<file path="config.mk">
export PLATFORM = sky130hd
export DESIGN_NAME = i2c_write_engine
export DESIGN_NICKNAME = d
export VERILOG_FILES = /design/src/rtl/i2c_pkg.sv /design/src/rtl/i2c_qtick.sv /design/src/rtl/i2c_write_engine.sv
export SDC_FILE = /design/constraint.sdc
export NUM_CORES = 1
export LEC_CHECK = 0
export CORE_MARGIN = 2
export CORE_UTILIZATION = 55
export CTS_CLUSTER_SIZE = 40
export DETAILED_ROUTE_END_ITERATION = 10
export GPL_TIMING_DRIVEN = 1
export PLACE_DENSITY = 0.87
export SLEW_MARGIN = 20
export SYNTH_ARGS = -nofsm -noshare
export SYNTH_HDL_FRONTEND = slang
export SYNTH_SLANG_ARGS = --single-unit
</file>
<file path="constraint.sdc">
create_clock -name i_clk -period 2.4 [get_ports i_clk]
set_clock_uncertainty 0.05 [all_clocks]
set_input_delay 0.36 -clock i_clk [delete_from_list [all_inputs] [get_ports i_clk]]
set_output_delay 0.36 -clock i_clk [all_outputs]
set_load 0.03 [all_outputs]
</file>
<file path="src/rtl/i2c_pkg.sv">
// Shared definitions for the I2C write engine: FSM encoding, quarter-phase codes
// and the R/W bit appended to the slave address.
package i2c_pkg;

    typedef enum logic [2:0] {
        ST_IDLE  = 3'd0,
        ST_START = 3'd1,
        ST_ADDR  = 3'd2,
        ST_ACK_A = 3'd3,
        ST_LOAD  = 3'd4,
        ST_DATA  = 3'd5,
        ST_ACK_D = 3'd6,
        ST_STOP  = 3'd7
    } state_t;

    localparam logic [1:0] Q0 = 2'd0;
    localparam logic [1:0] Q1 = 2'd1;
    localparam logic [1:0] Q2 = 2'd2;
    localparam logic [1:0] Q3 = 2'd3;

    localparam logic W_BIT = 1'b0;

endpackage

</file>
<file path="src/rtl/i2c_qtick.sv">
// Quarter-bit timebase: counts 0..QDIV-1, ticks on the wrap and steps a 2-bit phase.
// Clear holds both the count and the phase at zero.
module i2c_qtick
    import i2c_pkg::*;
#(
    parameter int QDIV = 250
) (
    input  logic       i_clk,
    input  logic       i_rst,
    input  logic       i_clr,
    output logic       o_tick,
    output logic [1:0] o_phase
);

    localparam logic [15:0] QLAST = 16'(QDIV - 1);

    logic [15:0] r_cnt;
    logic [1:0]  r_phase;

    assign o_tick  = !i_clr && (r_cnt == QLAST);
    assign o_phase = r_phase;

    always_ff @(posedge i_clk or posedge i_rst) begin
        if (i_rst) begin
            r_cnt   <= '0;
            r_phase <= Q0;
        end else if (i_clr) begin
            r_cnt   <= '0;
            r_phase <= Q0;
        end else if (o_tick) begin
            r_cnt   <= '0;
            r_phase <= r_phase + 2'd1;
        end else begin
            r_cnt   <= r_cnt + 16'd1;
        end
    end

endmodule

</file>
<file path="src/rtl/i2c_write_engine.sv">
// I2C master write sequencer: START, address+W, ACK, N host-supplied data bytes with ACK, STOP.
// Line controls are registered so SCL/SDA never glitch from decode logic.
//
//   state    | meaning
//   IDLE     | bus released, waiting for GO
//   START    | SCL high, SDA released then pulled low
//   ADDR     | shifting address + W bit, MSB first
//   ACK_A    | SDA released, slave ACK sampled at Q3 tick
//   LOAD     | SCL held low until the host offers a byte
//   DATA     | shifting data byte, MSB first
//   ACK_D    | SDA released, slave ACK sampled at Q3 tick
//   STOP     | SDA low under SCL low/high, then released
module i2c_write_engine
    import i2c_pkg::*;
#(
    parameter int QDIV = 250
) (
    input  logic       i_clk,
    input  logic       i_rst,
    input  logic       i_go,
    input  logic [6:0] i_addr,
    input  logic [7:0] i_data_in,
    input  logic       i_data_valid,
    input  logic       i_data_last,
    output logic       o_data_ready,
    input  logic       i_sda_in,
    output logic       o_scl_out,
    output logic       o_sda_out,
    output logic       o_sda_oe,
    output logic       o_busy,
    output logic       o_done,
    output logic       o_nack
);

    state_t      r_state;
    state_t      w_state_nxt;
    logic [7:0]  r_shift;
    logic [2:0]  r_bit_cnt;
    logic        r_last;
    logic        r_nack;
    logic        r_done;
    logic        r_scl;
    logic        r_sda_out;
    logic        r_sda_oe;

    logic        w_tick;
    logic [1:0]  w_phase;
    logic        w_qclr;
    logic        w_bit_end;
    logic        w_go_acc;
    logic        w_accept;
    logic        w_shift_bit;
    logic        w_ack_fail;
    logic        w_stop_end;
    logic        w_scl;
    logic        w_sda_out;
    logic        w_sda_oe;

    // LOAD keeps the timebase cleared so the next data bit gets full-length quarters.
    assign w_qclr = (r_state == ST_IDLE) || (r_state == ST_LOAD);

    i2c_qtick #(.QDIV(QDIV)) u_qtick (
        .i_clk   (i_clk),
        .i_rst   (i_rst),
        .i_clr   (w_qclr),
        .o_tick  (w_tick),
        .o_phase (w_phase)
    );

    assign w_bit_end   = w_tick && (w_phase == Q3);
    assign w_go_acc    = (r_state == ST_IDLE) && i_go;
    assign w_accept    = (r_state == ST_LOAD) && i_data_valid;
    assign w_shift_bit = ((r_state == ST_ADDR) || (r_state == ST_DATA)) && w_bit_end;
    assign w_ack_fail  = ((r_state == ST_ACK_A) || (r_state == ST_ACK_D)) && w_bit_end && i_sda_in;
    assign w_stop_end  = (r_state == ST_STOP) && w_bit_end;

    always_comb begin
        w_state_nxt = r_state;
        case (r_state)
            ST_IDLE:  if (i_go)                             w_state_nxt = ST_START;
            ST_START: if (w_bit_end)                        w_state_nxt = ST_ADDR;
            ST_ADDR:  if (w_bit_end && r_bit_cnt == 3'd7)   w_state_nxt = ST_ACK_A;
            ST_ACK_A: if (w_bit_end)                        w_state_nxt = i_sda_in ? ST_STOP : ST_LOAD;
            ST_LOAD:  if (i_data_valid)                     w_state_nxt = ST_DATA;
            ST_DATA:  if (w_bit_end && r_bit_cnt == 3'd7)   w_state_nxt = ST_ACK_D;
            ST_ACK_D: if (w_bit_end)                        w_state_nxt = (i_sda_in || r_last) ? ST_STOP : ST_LOAD;
            ST_STOP:  if (w_bit_end)                        w_state_nxt = ST_IDLE;
            default:                                        w_state_nxt = ST_IDLE;
        endcase
    end

    always_comb begin
        w_scl     = 1'b1;
        w_sda_out = 1'b1;
        w_sda_oe  = 1'b0;
        case (r_state)
            ST_START: begin
                if ((w_phase == Q2) || (w_phase == Q3)) begin
                    w_sda_oe  = 1'b1;
                    w_sda_out = 1'b0;
                end
            end
            ST_ADDR, ST_DATA: begin
                w_scl     = (w_phase == Q2) || (w_phase == Q3);
                w_sda_oe  = 1'b1;
                w_sda_out = r_shift[7];
            end
            ST_ACK_A, ST_ACK_D: begin
                w_scl = (w_phase == Q2) || (w_phase == Q3);
            end
            ST_LOAD: begin
                w_scl = 1'b0;
            end
            ST_STOP: begin
                case (w_phase)
                    Q0: begin
                        w_scl     = 1'b0;
                        w_sda_oe  = 1'b1;
                        w_sda_out = 1'b0;
                    end
                    Q1, Q2: begin
                        w_sda_oe  = 1'b1;
                        w_sda_out = 1'b0;
                    end
                    default: ;
                endcase
            end
            default: ;
        endcase
    end

    always_ff @(posedge i_clk or posedge i_rst) begin
        if (i_rst) begin
            r_state   <= ST_IDLE;
            r_shift   <= '0;
            r_bit_cnt <= '0;
            r_last    <= 1'b0;
            r_nack    <= 1'b0;
            r_done    <= 1'b0;
            r_scl     <= 1'b1;
            r_sda_out <= 1'b1;
            r_sda_oe  <= 1'b0;
        end else begin
            r_state   <= w_state_nxt;
            r_done    <= w_stop_end;
            r_scl     <= w_scl;
            r_sda_out <= w_sda_out;
            r_sda_oe  <= w_sda_oe;

            if (w_go_acc) begin
                r_shift   <= {i_addr, W_BIT};
                r_bit_cnt <= '0;
                r_last    <= 1'b0;
                r_nack    <= 1'b0;
            end else if (w_accept) begin
                r_shift   <= i_data_in;
                r_last    <= i_data_last;
            end else if (w_shift_bit) begin
                r_shift   <= {r_shift[6:0], 1'b0};
                r_bit_cnt <= r_bit_cnt + 3'd1;
            end

            if (w_ack_fail) begin
                r_nack <= 1'b1;
            end
        end
    end

    assign o_data_ready = w_accept;
    assign o_scl_out    = r_scl;
    assign o_sda_out    = r_sda_out;
    assign o_sda_oe     = r_sda_oe;
    assign o_busy       = (r_state != ST_IDLE);
    assign o_done       = r_done;
    assign o_nack       = r_nack;

endmodule

</file>
Word-level counts from Yosys, hierarchy flattened:

Cells that the tools add are included.

* register bits after elaboration: 38
* bits of input ports: 21
* output and inout port bits: 7
* logic and storage cells: 96

* $add $sub $neg: 3
* eq/ne operators: 21
* mux-type cells: 33
* reductions and logical operators: 28

Operators with widths (count)
* $mux 3: 11
* $mux 16: 2
* $mux 8: 3
* $pmux 3 s8: 1
* $add 16x1->16 const B: 1
* $eq 16x8->1 const B: 1
* $eq 3x3->1 const B: 5
* $ne 2x2->1 const B: 6
* $logic_and 1x1->1: 9
* $mux 1: 9
* $pmux 1 s3: 3
* $mux 2: 4
* $reduce_and 8->1: 1
* $reduce_bool 2->1: 4
* $eq 3x2->1 const B: 2
* $ne 2x1->1 const B: 3
* $reduce_bool 3->1: 2
* $logic_or 1x1->1: 5
* $eq 2x2->1 const B: 2
* $reduce_or 4->1: 1
* $add 3x1->3 const B: 1
* $eq 3x1->1 const B: 1
* $logic_not 3->1: 1
* $reduce_or 3->1: 1
* other kinds (6): 6

Longest topological paths before layout:

* depth after elaboration: 9
* mapped depth: 7
* gate-level depth less buffers: 6

Modules after synthesis:

From an unflattened synthesis, not the netlist that was laid out.

* cell total of the unflattened synthesis: 212
* area, all modules: 2045.7 µm²

By module, submodules not included
* i2c_write_engine: times used 1, cells each 114, area an instance 1101.1 µm²
* i2c_qtick: times used 1, cells each 98, area an instance 944.7 µm²

Worst setup path after synthesis:

No wires, ideal clock.

* kind: register to register
* from: reg r_state[0]
* to: reg r_shift[1]
* setup time: 125 ps
* data arrival time: 1506 ps
* required time: 2225 ps
* path slack: 719 ps
* cell stages (with the launch flop): 6
* path buffers: 1
* path through: dfrtp_1 > buf_6 > nor3b_4 > nor2_4 > o21ai_4 > mux2_4

* word-level cells in the longest chain between the ends: 7
* elaborated cells on any way between the ends: 15
* those cells by class: eq/ne: 3; mux: 2; reduce/logical: 10

RTL lines
* start, declared: line i2c_write_engine.sv:35 `state_t r_state;`
* start signal, assigned: line i2c_write_engine.sv:144 `r_state <= w_state_nxt;`
* $eq 3x3->1 / $logic_not 3->1 (equally long branches): line i2c_write_engine.sv:60, i2c_write_engine.sv:72, i2c_write_engine.sv:71
* $logic_or 1x1->1: line i2c_write_engine.sv:60 `assign w_qclr = (r_state == ST_IDLE) || (r_state == ST_LOAD);`
* $logic_not 1->1: line i2c_qtick.sv:20 `assign o_tick = !i_clr && (r_cnt == QLAST);`
* $logic_and 1x1->1: line i2c_qtick.sv:20
* $logic_and 1x1->1: line i2c_write_engine.sv:70 `assign w_bit_end = w_tick && (w_phase == Q3);`
* $logic_and 1x1->1: line i2c_write_engine.sv:73 `assign w_shift_bit = ((r_state == ST_ADDR) || (r_state == ST_DATA)) && w_bit_end;`
* $reduce_bool 3->1 (no source line)
* end signal, assigned: line i2c_write_engine.sv:151 `r_shift <= {i_addr, W_BIT};`
* end signal, assigned: line i2c_write_engine.sv:156 `r_shift <= i_data_in;`
* end signal, assigned: line i2c_write_engine.sv:159 `r_shift <= {r_shift[6:0], 1'b0};`
* end, declared: line i2c_write_engine.sv:37 `logic [7:0] r_shift;`

Parallel ways exist; a longest one is shown, timed or not.
A chain may end at the register's enable or synchronous reset.

Worst setup path in the final report:

* from: reg r_state[1]
* to: out o_data_ready

* word-level cells in the longest chain between the ends: 2

RTL lines
* $eq 3x3->1: line i2c_write_engine.sv:72 `assign w_accept = (r_state == ST_LOAD) && i_data_valid;`
* $logic_and 1x1->1: line i2c_write_engine.sv:72
* end, declared: line i2c_write_engine.sv:25 `output logic o_data_ready,`

Every way passes these cells.

==> summary.txt <==
Setup path
  • R2R Path End: r_bit_cnt[1]$_DFFE_PP0P_
  • CP max FO: 11
  • Critical Path RT: about 2.0 ns
  • Reg2reg path depth: 5
  • Slowest cell on crit path: clkdlybuf4s50_1
  • CP Data Arrival Time: roughly 1.9 ns
  • Flop2flop setup slack: 0.40 ns
  • Critical Setup Path Class: flip-flop to primary output
  • Critical Path Start Type: flip-flop
  • Slowest cell delay on critical path: roughly 0.68 ns
  • Worst path cell trace: nand4bb_4 -> inv_2 -> clkdlybuf4s50_1
  • CP Capture Type: primary output
  • FF-to-FF Start: u_qtick.r_cnt[8]$_DFF_PP0_

Min path
  • Hold crit path type: primary input to asynchronous set/reset pin

STA
  • Tmin final: ~2.3 ns
  • Final hold violations: 0
  • WHS: around 0.42 ns
  • Final Max Tran Viols: 0
  • Slew Limit Headroom: between 50 and 60%
  • Slew @ Worst Pin: about 0.65 ns
  • Final period utilization: a little over nine tenths
  • RSZ-0062 raised after global routing: no
  • Peak Freq: roughly 430 MHz
  • Setup ws final: about 0.095 ns
  • Final setup viols: 0
  • Fin Setup TNS: 0 ns

Synth
  • Async S/R FF share, synth: 100%
  • FF+latch count, synth: 38
  • Yosys top cell by area: dfrtp_1
  • Yosys top cell area share: approximately two fifths
  • Syn_nets: roughly 260
  • Yosys Warn Count: 0
  • Synthesized instance count: around 230
  • Sequential fraction of the synthesis area: a little over two fifths
  • Avg Cell Area, Syn: ~10 um^2
  • Cell Area, Synth: approximately 2300 um^2
  • Top cells by area, synth: dfrtp_1 40%, ha_1 4.4%, xor2_1 4.3%, nor2_1 3.7%, nand2_1 3.5%
  • Main flop type after synthesis: dfrtp_1
  • Library cells used by synthesis: between 40 and 50
  • Post-synth EDFFs: 0

Route
  • Routed Antenna Nets: 0
  • WL/cell: between 10 and 15 um
  • Via density: ~5.6
  • Via count: ~1700
  • DR DRC count: 0
  • DR iter-0 viols: about 190
  • Pre-antenna DRT Iters: 4
  • Detailed Route WL: about 4.4 mm

Clock network
  • Clock Sinks: 38
  • CTS tree: yes
  • Worst-Skew Late Latency: 0.29 ns
  • CTS Hold Buffers Added: 0
  • Setup repair bufs after CTS: 0
  • Max Buffers Root-to-Sink: 2
  • PostCTS Resize Cnt: 0
  • CTS buffer count: 5
  • H-tree levels: 2
  • Reg clk slew, reported paths: roughly 0.070 ns
  • Clock root buffer: clkbuf_8

Status
  • Status: complete, no violations

Floorplan
  • Core footprint: between 3000 and 4000 um^2
  • Die width: approximately 70 um
  • Rows: 23
  • Die area: 4640 um^2
  • Io pins: 28
  • Initial Utilization: 56.9%
  • Chip Height: approximately 70 um

Power
  • Total power: ~0.0012 W
  • Peak VDD IR: between 0.0002 and 0.0003 V
  • Leak: around 1.2 nW
  • PD cells: approximately 440 nW/um^2

Final layout
  • Commonest cells after routing, fill and taps aside: 36 x dfrtp_1, 27 x clkdlybuf4s50_1, 22 x nor2_1
  • Fill count: 312
  • Layout cell share with drive strength beyond 1: roughly an eighth
  • Layout net count: between 200 and 300
  • Leading cell type in the layout, fill and taps excluded: dfrtp_1
  • Ant diodes: 0
  • P&R area growth vs syn: 17.5%
  • Final Util: approximately two thirds

Job
  • Max Cap Viol: 0

Place
  • DP HPWL: about 3.1 mm
  • Placement Setup Slack: ~0.18 ns
  • PortBufs: 27
  • RePlAce Congestion: around 0.87

GRT
  • Initial antenna violation count: 0
  • Vias in the first global route: 1620
  • Gr usage total: a little over a fifth
  • First-pass GRT wire length: 7.36 mm
  • Largest net degree at the start of global routing: 39
  • Grt ovf: 0
-- cell usage after synthesis, types with 3 or more instances --
library cell and number:
a21oi_1 6, nand4_1 6, o21ai_0 12, buf_6 4, nand3_1 6, a2bb2oi_1 7
inv_1 14, and4_1 4, mux2i_1 4, nand2_1 21, o211ai_1 7, dfrtp_1 36
ha_1 8, a31oi_1 3, o21a_1 6, buf_4 4, o22ai_1 3, or3_1 3
nor2_1 22, xnor2_1 4, xor2_1 11
-- power by group --
group	internal, W	switching (W)
clock	0.000231	0.000221
sequential	0.000649	0.00000413
combinational	0.0000428	0.0000285
total	0.000923	0.000254
-- per-stage QoR --
step | std cells | area, um^2
5_1_grt | 307 | 2660
3_5_place_dp | 299 | 2560
4_1_cts | 307 | 2660
6_report | 307 | 2660
3_3_place_gp | 299 | 2560
2_1_floorplan | 226 | 2260
-- state kept, by name, summed over array words and instances (netlist names) --
signal,cells
u_qtick.r_cnt,16
u_qtick.o_phase,2
r_state,3
o_done,1
o_scl_out,1
r_bit_cnt,3
o_sda_out,1
r_last,1
o_nack,1
r_shift,8
o_sda_oe,1
-- final cells by class --
| cell class | instances | area, um^2 | share of cell area, % |
|---|---|---|---|
| multi-input combinational | 161 | 1160 | 43.6 |
| timing repair buffer | 35 | 330 | 12.4 |
| inverter | 15 | 56.3 | 2.12 |
| tap | 50 | 62.6 | 2.36 |
| clock buffer | 6 | 82.6 | 3.11 |
| clock inverter | 2 | 12.5 | 0.471 |
| sequential | 38 | 953 | 35.9 |
-- worst max path at each step --
stage	start	endpoint	cells past startpoint
floorplan	r_state[0]$_DFFE_PP0P_	r_shift[1]$_DFFE_PP0P_	5
global placement	i_data_valid	o_data_ready	4
detailed placement	i_data_valid	o_data_ready	4
CTS	r_state[1]$_DFFE_PP0P_	o_data_ready	3
global route	r_state[1]$_DFFE_PP0P_	o_data_ready	3
finish	r_state[1]$_DFFE_PP0P_	o_data_ready	3
-- routing by layer --
layer | vias up | GRT usage, % | wire length (um)
met5 | - | 0 | 0
met4 | 0 | 9.25 | 76
met3 | 9 | 4.11 | 225
met2 | 48 | 35.6 | 2060
met1 | 798 | 26.7 | 1990
li1 | 858 | - | -
-- worst max-delay path: cells and delay by family (launching register included) --
family | cells | cell delay, ns
buffers and inverters | 2 | 0.80
flip-flops | 1 | 0.51
AND/OR/NAND/NOR | 1 | 0.29
-- cells by family after synthesis --
kind of cell / after synthesis / synth area share, %
and+or+nand+nor: 80 / 22.3
adders and majority gates: 8 / 4.43
xor gates and xnor gates: 15 / 5.81
AOI/OAI and AO/OA: 53 / 16.3
muxes: 5 / 2.44
buffers and inverters: 27 / 6.59
DFF: 38 / 42.2
No activity file was read; power rests on OpenSTA's default activity.
==> patch: new RTL, same settings <==
Re-encode `state_t` (8 states) as one-hot, 8 bits wide.
--- a/src/rtl/i2c_pkg.sv
+++ b/src/rtl/i2c_pkg.sv
@@ -4,11 +4,11 @@
 
-    typedef enum logic [2:0] {
-        ST_IDLE  = 3'd0,
-        ST_START = 3'd1,
-        ST_ADDR  = 3'd2,
-        ST_ACK_A = 3'd3,
-        ST_LOAD  = 3'd4,
-        ST_DATA  = 3'd5,
-        ST_ACK_D = 3'd6,
-        ST_STOP  = 3'd7
+    typedef enum logic [7:0] {
+        ST_IDLE  = 8'b00000001,
+        ST_START = 8'b00000010,
+        ST_ADDR  = 8'b00000100,
+        ST_ACK_A = 8'b00001000,
+        ST_LOAD  = 8'b00010000,
+        ST_DATA  = 8'b00100000,
+        ST_ACK_D = 8'b01000000,
+        ST_STOP  = 8'b10000000
     } state_t;
Formal check against the unedited RTL: same outputs for any inputs over 10 cycles, from zero or initial values and one cycle with i_rst high; not proved beyond that.
==> patch against the unedited design <==
  * Design area is 11% higher
  * Synthesized area rose by 7.7%
  * Sequential cell count increased by 5
  * Setup slack got worse by 0.035 ns
  * Sequential share of layout area up 0.92 points
  * Wire length is 27% higher
  * Non-clock buffer count up 6
  * Count of clock-buffer cells in the layout increased by 1
  * Largest cell class unchanged
Power is not compared: it rests on default switching activity, and its combinational part moved more than twofold at a synthesized area within 25%.
==> patch: results (changes against the unedited design) <==
register-to-register setup slack 0.13 ns (-0.27 ns); outcome finished clean; Synth Area in Compound Gates 0.1028 (-0.05996); Slowest cell on crit path dfrtp_2; placed cell areas 0.002809 mm² (+9.7%); vias in the first global route 2109 (+30%); Synth cell types 49 (+2.1%); Final min period 2.340 ns (+0.03527 ns); multi-input logic area 0.001251 mm² (+8.1%); final cell count without fillers 348 (+13%); buffering overhead 0.1266 (+0.002187); post-DP HPWL 4.033 mm (+29%); top post-synthesis cells by area dfrtp_1 (41%), nor2_1 (5.9%), ha_1 (4.1%); Placer Congestion 0.9109 (+5.0%); first-pass GRT wire length 9.425 mm (+28%); Non-clock buffers 41 (+17%); 1st-iter DRT viols 226 (+16%); worst flop-to-flop path startpoint u_qtick.r_cnt[12]; syn avg cell area 9.469 µm² (-5.3%); net count after synthesis 286 (+12%); top flop regs u_qtick.r_cnt (16), r_shift (8), r_state (8); post-DR wirelength/cell 15.91 µm (+12%); crit path from r_state[3]; Seq area share 0.3683 (+0.009192); Post-Synth XOR/XNOR Area 0.06838 (+0.01024); Synth Cell Area 0.002434 mm² (+7.7%); most frequent cells after synthesis dfrtp_1 (40), nor2_1 (38), nand2_1 (17), inv_1 (16), nand3_1 (16); Hold WS 0.4442 ns (+0.02006 ns); sequential cell count 43 (+13%); largest net degree at the start of global routing 44 (+13%); CP peak stage delay 0.51 ns (-0.17 ns); Inverters 16 (+1); register area share after synthesis 0.4437 (+0.02177); # nets final 324 (+14%); fraction of layout cells with a size suffix above 1 0.1216 (+0.0009991); clock network area share 0.03623 (+0.0004166); Post-Synth Adder-Cell Area 0.04113 (-0.003166); DR vias/cell 5.888 (+5.5%); GRT Total Usage 0.2401 (+0.02751); Worst Path Arrival 1.93 ns (+0.03 ns); Slew @ Worst Pin 0.5324 ns (-0.1146 ns); multi-input gate count 188 (+17%)
==> patch: critical path: cells and delay by family (launching register included) <==
family                 cells  cell delay [ns]
buffers and inverters      3             0.54
and+or+nand+nor            2             0.59
DFF                        1             0.51
==> patch: what timing repair did <==
item | 4_1_cts | 5_1_grt
pin swaps | 1 | 0
buffers inserted | 2 | 0
setup endpoints to repair | 1 | 5
endpoints found under the hold margin | 0 | 0
resized for setup | 1 | 2
==> patch: per-layer routing <==
layer / global-route usage / vias to the layer above / routed length, µm
met2: 0.3983 / 67 / 2783
met3: 0.05916 / 13 / 330
met4: 0.08974 / 0 / 121
met5: 0 / - / 0
met1: 0.3050 / 991 / 2301
li1: - / 978 / -
==> patch: report_power, final <==
| part | internal (mW) | switching [mW] |
|---|---|---|
| clock network | 0.311 | 0.235 |
| logic | 0.307 | 0.427 |
| registers | 0.827 | 0.0859 |
| total | 1.44 | 0.749 |
